==> src/rtl/pio_bb_seq_if.sv <==
// Request/response handshake bundle between user logic and the PIO pad sequencer.
interface pio_bb_seq_if;
  logic req_valid;
  logic req_ready;
  logic req_write;
  logic req_data;
  logic rsp_valid;
  logic rsp_ready;
  logic rsp_data;

  // User side: issues requests and consumes read results.
  modport master (
    output req_valid, req_write, req_data, rsp_ready,
    input  req_ready, rsp_valid, rsp_data
  );

  // Sequencer side.
  modport slave (
    input  req_valid, req_write, req_data, rsp_ready,
    output req_ready, rsp_valid, rsp_data
  );
endinterface

==> src/rtl/pio_bb_seq.sv <==
// Sequencer for one bidirectional PIO pad behind a BB buffer: turns single-bit
// read/write requests into drive / release / sample sequences with a
// guaranteed released gap after every write.
module pio_bb_seq #(
  parameter int HOLD_CYCLES = 1,
  parameter int TURN_CYCLES = 2,
  parameter int SYNC_STAGES = 2
) (
  input  logic        clk,
  input  logic        rst,
  pio_bb_seq_if.slave bus,
  output logic        pad_i,
  output logic        pad_t,
  input  logic        pad_o,
  output logic        busy
);

  if (HOLD_CYCLES < 1 || TURN_CYCLES < 1 || SYNC_STAGES < 2) begin : g_bad_params
    $error("pio_bb_seq: HOLD_CYCLES>=1, TURN_CYCLES>=1, SYNC_STAGES>=2 required");
  end

  localparam int CNT_MAX0 = (HOLD_CYCLES > TURN_CYCLES) ? HOLD_CYCLES : TURN_CYCLES;
  localparam int CNT_MAX  = (CNT_MAX0 > SYNC_STAGES) ? CNT_MAX0 : SYNC_STAGES;
  localparam int CNT_W    = $clog2(CNT_MAX + 1);

  localparam logic [CNT_W-1:0] HOLD_LD = CNT_W'(HOLD_CYCLES - 1);
  localparam logic [CNT_W-1:0] TURN_LD = CNT_W'(TURN_CYCLES - 1);
  localparam logic [CNT_W-1:0] SYNC_LD = CNT_W'(SYNC_STAGES - 1);

  typedef enum logic [2:0] {
    IDLE,
    DRIVE,
    TURN,
    WAIT,
    RESP
  } state_e;

  state_e             state_q, state_d;
  logic [CNT_W-1:0]   cnt_q, cnt_d;
  logic               pad_i_q, pad_i_d;
  logic               pad_t_q, pad_t_d;
  logic               rsp_valid_q, rsp_valid_d;
  logic               rsp_data_q, rsp_data_d;
  logic               ready_q;
  logic               busy_q;
  logic [SYNC_STAGES-1:0] sync_q;
  logic               sync_out;

  assign sync_out = sync_q[SYNC_STAGES-1];

  // pad_o crosses in asynchronously; shift it through the synchroniser every cycle.
  always_ff @(posedge clk) begin
    if (rst) begin
      sync_q <= '1;
    end else begin
      sync_q <= {sync_q[SYNC_STAGES-2:0], pad_o};
    end
  end

  // State and registered outputs; reset releases the pad and drops any pending result.
  always_ff @(posedge clk) begin
    // NOTE: sequential state uses non-blocking assignments so every flop samples pre-edge values.
    if (rst) begin
      state_q     <= IDLE;
      cnt_q       <= '0;
      pad_i_q     <= 1'b1;
      pad_t_q     <= 1'b1;
      rsp_valid_q <= 1'b0;
      rsp_data_q  <= 1'b0;
      ready_q     <= 1'b1;
      busy_q      <= 1'b0;
    end else begin
      state_q     <= state_d;
      cnt_q       <= cnt_d;
      pad_i_q     <= pad_i_d;
      pad_t_q     <= pad_t_d;
      rsp_valid_q <= rsp_valid_d;
      rsp_data_q  <= rsp_data_d;
      ready_q     <= (state_d == IDLE);
      busy_q      <= (state_d != IDLE);
    end
  end

  // Next-state and next-output decode; requests are only looked at while idle.
  always_comb begin
    // NOTE: every signal gets its hold value first, so no path through the case infers a latch.
    state_d     = state_q;
    cnt_d       = cnt_q;
    pad_i_d     = pad_i_q;
    pad_t_d     = pad_t_q;
    rsp_valid_d = rsp_valid_q;
    rsp_data_d  = rsp_data_q;

    unique case (state_q)
      IDLE: begin
        if (bus.req_valid) begin
          if (bus.req_write) begin
            state_d = DRIVE;
            pad_i_d = bus.req_data;
            pad_t_d = 1'b0;
            cnt_d   = HOLD_LD;
          end else begin
            state_d = WAIT;
            cnt_d   = SYNC_LD;
          end
        end
      end
      DRIVE: begin
        if (cnt_q == '0) begin
          state_d = TURN;
          pad_t_d = 1'b1;
          pad_i_d = 1'b1;
          cnt_d   = TURN_LD;
        end else begin
          cnt_d = cnt_q - 1'b1;
        end
      end
      TURN: begin
        if (cnt_q == '0) begin
          state_d = IDLE;
        end else begin
          cnt_d = cnt_q - 1'b1;
        end
      end
      WAIT: begin
        if (cnt_q == '0) begin
          state_d     = RESP;
          rsp_data_d  = sync_out;
          rsp_valid_d = 1'b1;
        end else begin
          cnt_d = cnt_q - 1'b1;
        end
      end
      RESP: begin
        if (bus.rsp_ready) begin
          state_d     = IDLE;
          rsp_valid_d = 1'b0;
        end
      end
      default: begin
        state_d = IDLE;
        pad_t_d = 1'b1;
        pad_i_d = 1'b1;
      end
    endcase
  end

  assign bus.req_ready = ready_q;
  assign bus.rsp_valid = rsp_valid_q;
  assign bus.rsp_data  = rsp_data_q;
  assign pad_i         = pad_i_q;
  assign pad_t         = pad_t_q;
  assign busy          = busy_q;

endmodule
==> src/flat_wrapper.sv <==
// flat-port wrapper written by rule: the top's interface ports become plain ports
module pio_bb_seq_flat 
#(
  parameter int HOLD_CYCLES = 1,
  parameter int TURN_CYCLES = 2,
  parameter int SYNC_STAGES = 2
)
  (clk, rst, pad_i, pad_t, pad_o, busy, bus_req_valid, bus_req_write, bus_req_data, bus_rsp_ready, bus_req_ready, bus_rsp_valid, bus_rsp_data);
  pio_bb_seq_if bus_i ();
  input  logic clk;
  input  logic rst;
  output logic pad_i;
  output logic pad_t;
  input  logic pad_o;
  output logic busy;
  input wire logic [$bits(bus_i.req_valid)-1:0] bus_req_valid;
  input wire logic [$bits(bus_i.req_write)-1:0] bus_req_write;
  input wire logic [$bits(bus_i.req_data)-1:0] bus_req_data;
  input wire logic [$bits(bus_i.rsp_ready)-1:0] bus_rsp_ready;
  output wire logic [$bits(bus_i.req_ready)-1:0] bus_req_ready;
  output wire logic [$bits(bus_i.rsp_valid)-1:0] bus_rsp_valid;
  output wire logic [$bits(bus_i.rsp_data)-1:0] bus_rsp_data;
  assign bus_i.req_valid = bus_req_valid;
  assign bus_i.req_write = bus_req_write;
  assign bus_i.req_data = bus_req_data;
  assign bus_i.rsp_ready = bus_rsp_ready;
  assign bus_req_ready = bus_i.req_ready;
  assign bus_rsp_valid = bus_i.rsp_valid;
  assign bus_rsp_data = bus_i.rsp_data;
  pio_bb_seq #(.HOLD_CYCLES(HOLD_CYCLES), .TURN_CYCLES(TURN_CYCLES), .SYNC_STAGES(SYNC_STAGES)) u_core (.clk(clk), .rst(rst), .bus(bus_i), .pad_i(pad_i), .pad_t(pad_t), .pad_o(pad_o), .busy(busy));
endmodule
==> config.mk <==
export PLATFORM = sky130hd
export DESIGN_NAME = pio_bb_seq_flat
export DESIGN_NICKNAME = d
export VERILOG_FILES = /design/src/rtl/pio_bb_seq_if.sv /design/src/rtl/pio_bb_seq.sv /design/src/flat_wrapper.sv
export SDC_FILE = /design/constraint.sdc
export NUM_CORES = 1
export LEC_CHECK = 0
export BUFFER_PORTS_ARGS = -buffer_cell sky130_fd_sc_hd__buf_2
export CAP_MARGIN = 30
export CORE_AREA = 5 5 42 44
export DETAILED_ROUTE_END_ITERATION = 6
export DIE_AREA = 0 0 47 49
export PLACE_DENSITY = 0.68
export SYNTH_ARGS = -nofsm -noshare
export SYNTH_HDL_FRONTEND = slang
export SYNTH_SLANG_ARGS = --single-unit
==> constraint.sdc <==
create_clock -name clk -period 1.6 [get_ports clk]
set_input_delay 0.16 -clock clk [delete_from_list [all_inputs] [get_ports clk]]
set_output_delay 0.16 -clock clk [all_outputs]
set_load 0.02 [all_outputs]
==> results.md <==
- Area grow syn2layout: 13.0%
- Clk slew on worst S/H paths: 80 ps
- Synth area leader: dfxtp_1
- DP Worst Slack: 182 ps
- DPL Wire Length: 784 um
- Slew @ Worst Pin: 452 ps
- Final TNS setup: 0 ps
- Hold buffer count at CTS: 0
- PortBufs: 12
- Yosys reg bits: 13
- Post-Route WL: 1120 um
- RSZ-0062 raised after global routing: false
- Die Span Y: 49 um
- Crit path launch type: flop
- Nets: 85
- Worst min path class: in -> reg
- Post-synthesis async set-or-reset flop share: 0%
- Critical-path top delay cell: ha_1
- CP Max Fanout: 9
- LEAKAGE: 0.290 nW
- Syn Inst Count: 63
- Number of antenna violations at the first check in global routing: 0
- Routability congestion estimate: 0.734
- Final Cycle Share: 88.9%
- Pwr/cell area: 1190 nW/um^2
- Cell Rows: 14
- Mapped Nets: 72
- Sink Count: 13
- Gr ovfl total: 0
- Synth unique cells: 34
- Largest net degree at the start of global routing: 14
- CTS tree: done
- Rel. slew slack: 69.9%
- Outcome: complete, no violations
- Post-DP Area: 657 um^2
- Max stage delay on crit path: 360 ps
- Worst EP arrival: 1600 ps
- Cell Area, Synth: 604 um^2
- Total Routing Usage GR: 11.6%
- DR pass1 iterations: 2
- N_diodes: 0
- Post-synth top flop: dfxtp_1
- Post-CTS Setup Bufs: 0
- Fmax achieved: 703 MHz
- Maxcap violations: 0
- DR WL/cell: 12.3 um
- Final Hold Vio Count: 0
- YS warnings: 0
- Die X-Extent: 47 um
- Vias/cell: 5.25
- Total design power: 0.000810 W
- Critical Path RT: 1780 ps
- Core area: 1400 um^2
- Worst Clk Skew: 2.98 ps
- Part of the Yosys area used for sequential elements: 43.1%
- Clk Latency, worst-skew pair: 280 ps
- Initial DRC Count: 2
- Layout cell share with drive strength beyond 1: 36.0%
- Post-synth top area share: 43.1%
- Final WS setup: 178 ps
- Vias in the first global route: 442
- DIE AREA: 2300 um^2
- CTS buffer count: 3
- Slew Viols, Final: 0
- Maximum clock insertion buffer count: 2
- First-pass GRT wire length: 1850 um
- Starting density of the core: 43.1%
- WHS: 58.2 ps
- H-Tree Depth: 1
- I/O pin cnt: 13
- Routed vias: 478
- Tmin final: 1420 ps
- Critical Path End Type: flop
- VDD IR max: 0.000487 V
- Worst path cell trace: inv_1 -> ha_1 -> nor2b_2 -> nor2_2 -> o21ai_2 -> a211o_1
- Synth area leaders: dfxtp_1, a21oi_1, ha_1
- Post_cts resized: 0
- Mean Syn Cell Area: 9.59 um^2
- # DRC: 0
- Post-synth EDFFs: 0
- Final setup violation count: 0
- Post-route cell area: 683 um^2
- Final ANT Viol Nets: 0
- Worst setup path category: reg -> reg
- Root Buffer: clkbuf_4
-- cell usage in the layout (no fill, tap or decap) --
cell type and count:
nor3b_1 1, nor4b_1 1, clkbuf_1 1, and3_2 1, dfxtp_1 13, o211a_1 1
mux2i_1 1, o21ai_0 1, a211oi_2 1, o31ai_1 1, or2_2 2, nor3_1 3
ha_1 2, nor2_2 1, nor2_1 4, inv_1 2, clkbuf_4 3, nor3_2 1
nand4b_1 1, nand2_1 2, a21oi_1 7, a21o_1 1, o21ai_2 1, nor2_4 1
a21oi_2 1, nand3b_1 2, inv_2 1, nand3_1 2, nor2b_2 1, a211o_1 1
a211oi_1 1, a2111oi_2 1, buf_2 12
-- per-stage QoR --
stage / instances / utilization, %
after floorplan: 63 / -
after global placement: 87 / 46.9
after detailed placement: 87 / 46.9
after CTS: 91 / 48.8
after global routing: 91 / 48.8
final: 91 / 48.8
-- power breakdown --
| part | switching (W) | internal [W] |
|---|---|---|
| registers | 0.0000376 | 0.000359 |
| clock network | 0.000113 | 0.0000969 |
| logic | 0.000118 | 0.0000850 |
| total | 0.000269 | 0.000541 |
-- layout make-up --
| class | count | area, um^2 |
|---|---|---|
| multi-input cells | 43 | 305 |
| repair buffers | 12 | 60.1 |
| flip-flops and latches | 13 | 260 |
| clock buffers | 4 | 26.3 |
| inverters | 3 | 11.3 |
| fillers | 156 | 718 |
| well taps | 16 | 20.0 |
-- cells by family after synthesis --
group           after synthesis  synth area share, %
compound gates               17                 20.9
fa+ha+maj                     2                 4.14
buf+inv                       7                 6.42
flops                        13                 43.1
mux                           1                 1.66
simple gates                 23                 23.8
-- sequential cells by signal, summed over array words and instances (netlist names) --
signal                count
u_core.pad_i              1
u_core.pad_t              1
u_core.bus.req_ready      1
u_core.bus.rsp_valid      1
u_core.bus.rsp_data       1
u_core.busy               1
u_core.cnt_q              2
u_core.sync_q             2
u_core.state_q            3
-- final timing paths --
kind                            slack, ps                          from  cells past startpoint                     endpoint
worst max-delay path                  180  u_core.cnt_q[0]$_SDFFE_PP0P_                      6    u_core.pad_t$_SDFFE_PP1P_
worst min-delay path                   60                         pad_o                      2  u_core.sync_q[0]$_SDFF_PP1_
worst max register to register        180  u_core.cnt_q[0]$_SDFFE_PP0P_                      6    u_core.pad_t$_SDFFE_PP1P_
worst min register to register        430   u_core.sync_q[0]$_SDFF_PP1_                      1  u_core.sync_q[1]$_SDFF_PP1_
-- worst max-delay path, delay by kind of cell, from the launching register on --
family                     cells  cell delay (ps)
AOI/OAI and AO/OA              2              360
adders and majority gates      1              360
buffers and inverters          1               60
DFF                            1              340
and+or+nand+nor                2              200
-- routing by layer --
layer	part of all wire [%]	track usage (%)
met1	47	14.2
met2	41	14.9
met3	7.7	3.69
met4	4.2	11.1
met5	0	0
-- Yosys cell counts, types with 2 or more instances --
| library cell | count |
|---|---|
| nand2_1 | 2 |
| nand3_1 | 2 |
| or2_2 | 2 |
| nor2_1 | 4 |
| nand3b_1 | 2 |
| ha_1 | 2 |
| inv_1 | 2 |
| dfxtp_1 | 13 |
| a21oi_1 | 7 |
| nor3_1 | 3 |
Note: power is estimated with default switching activity, not from simulation.
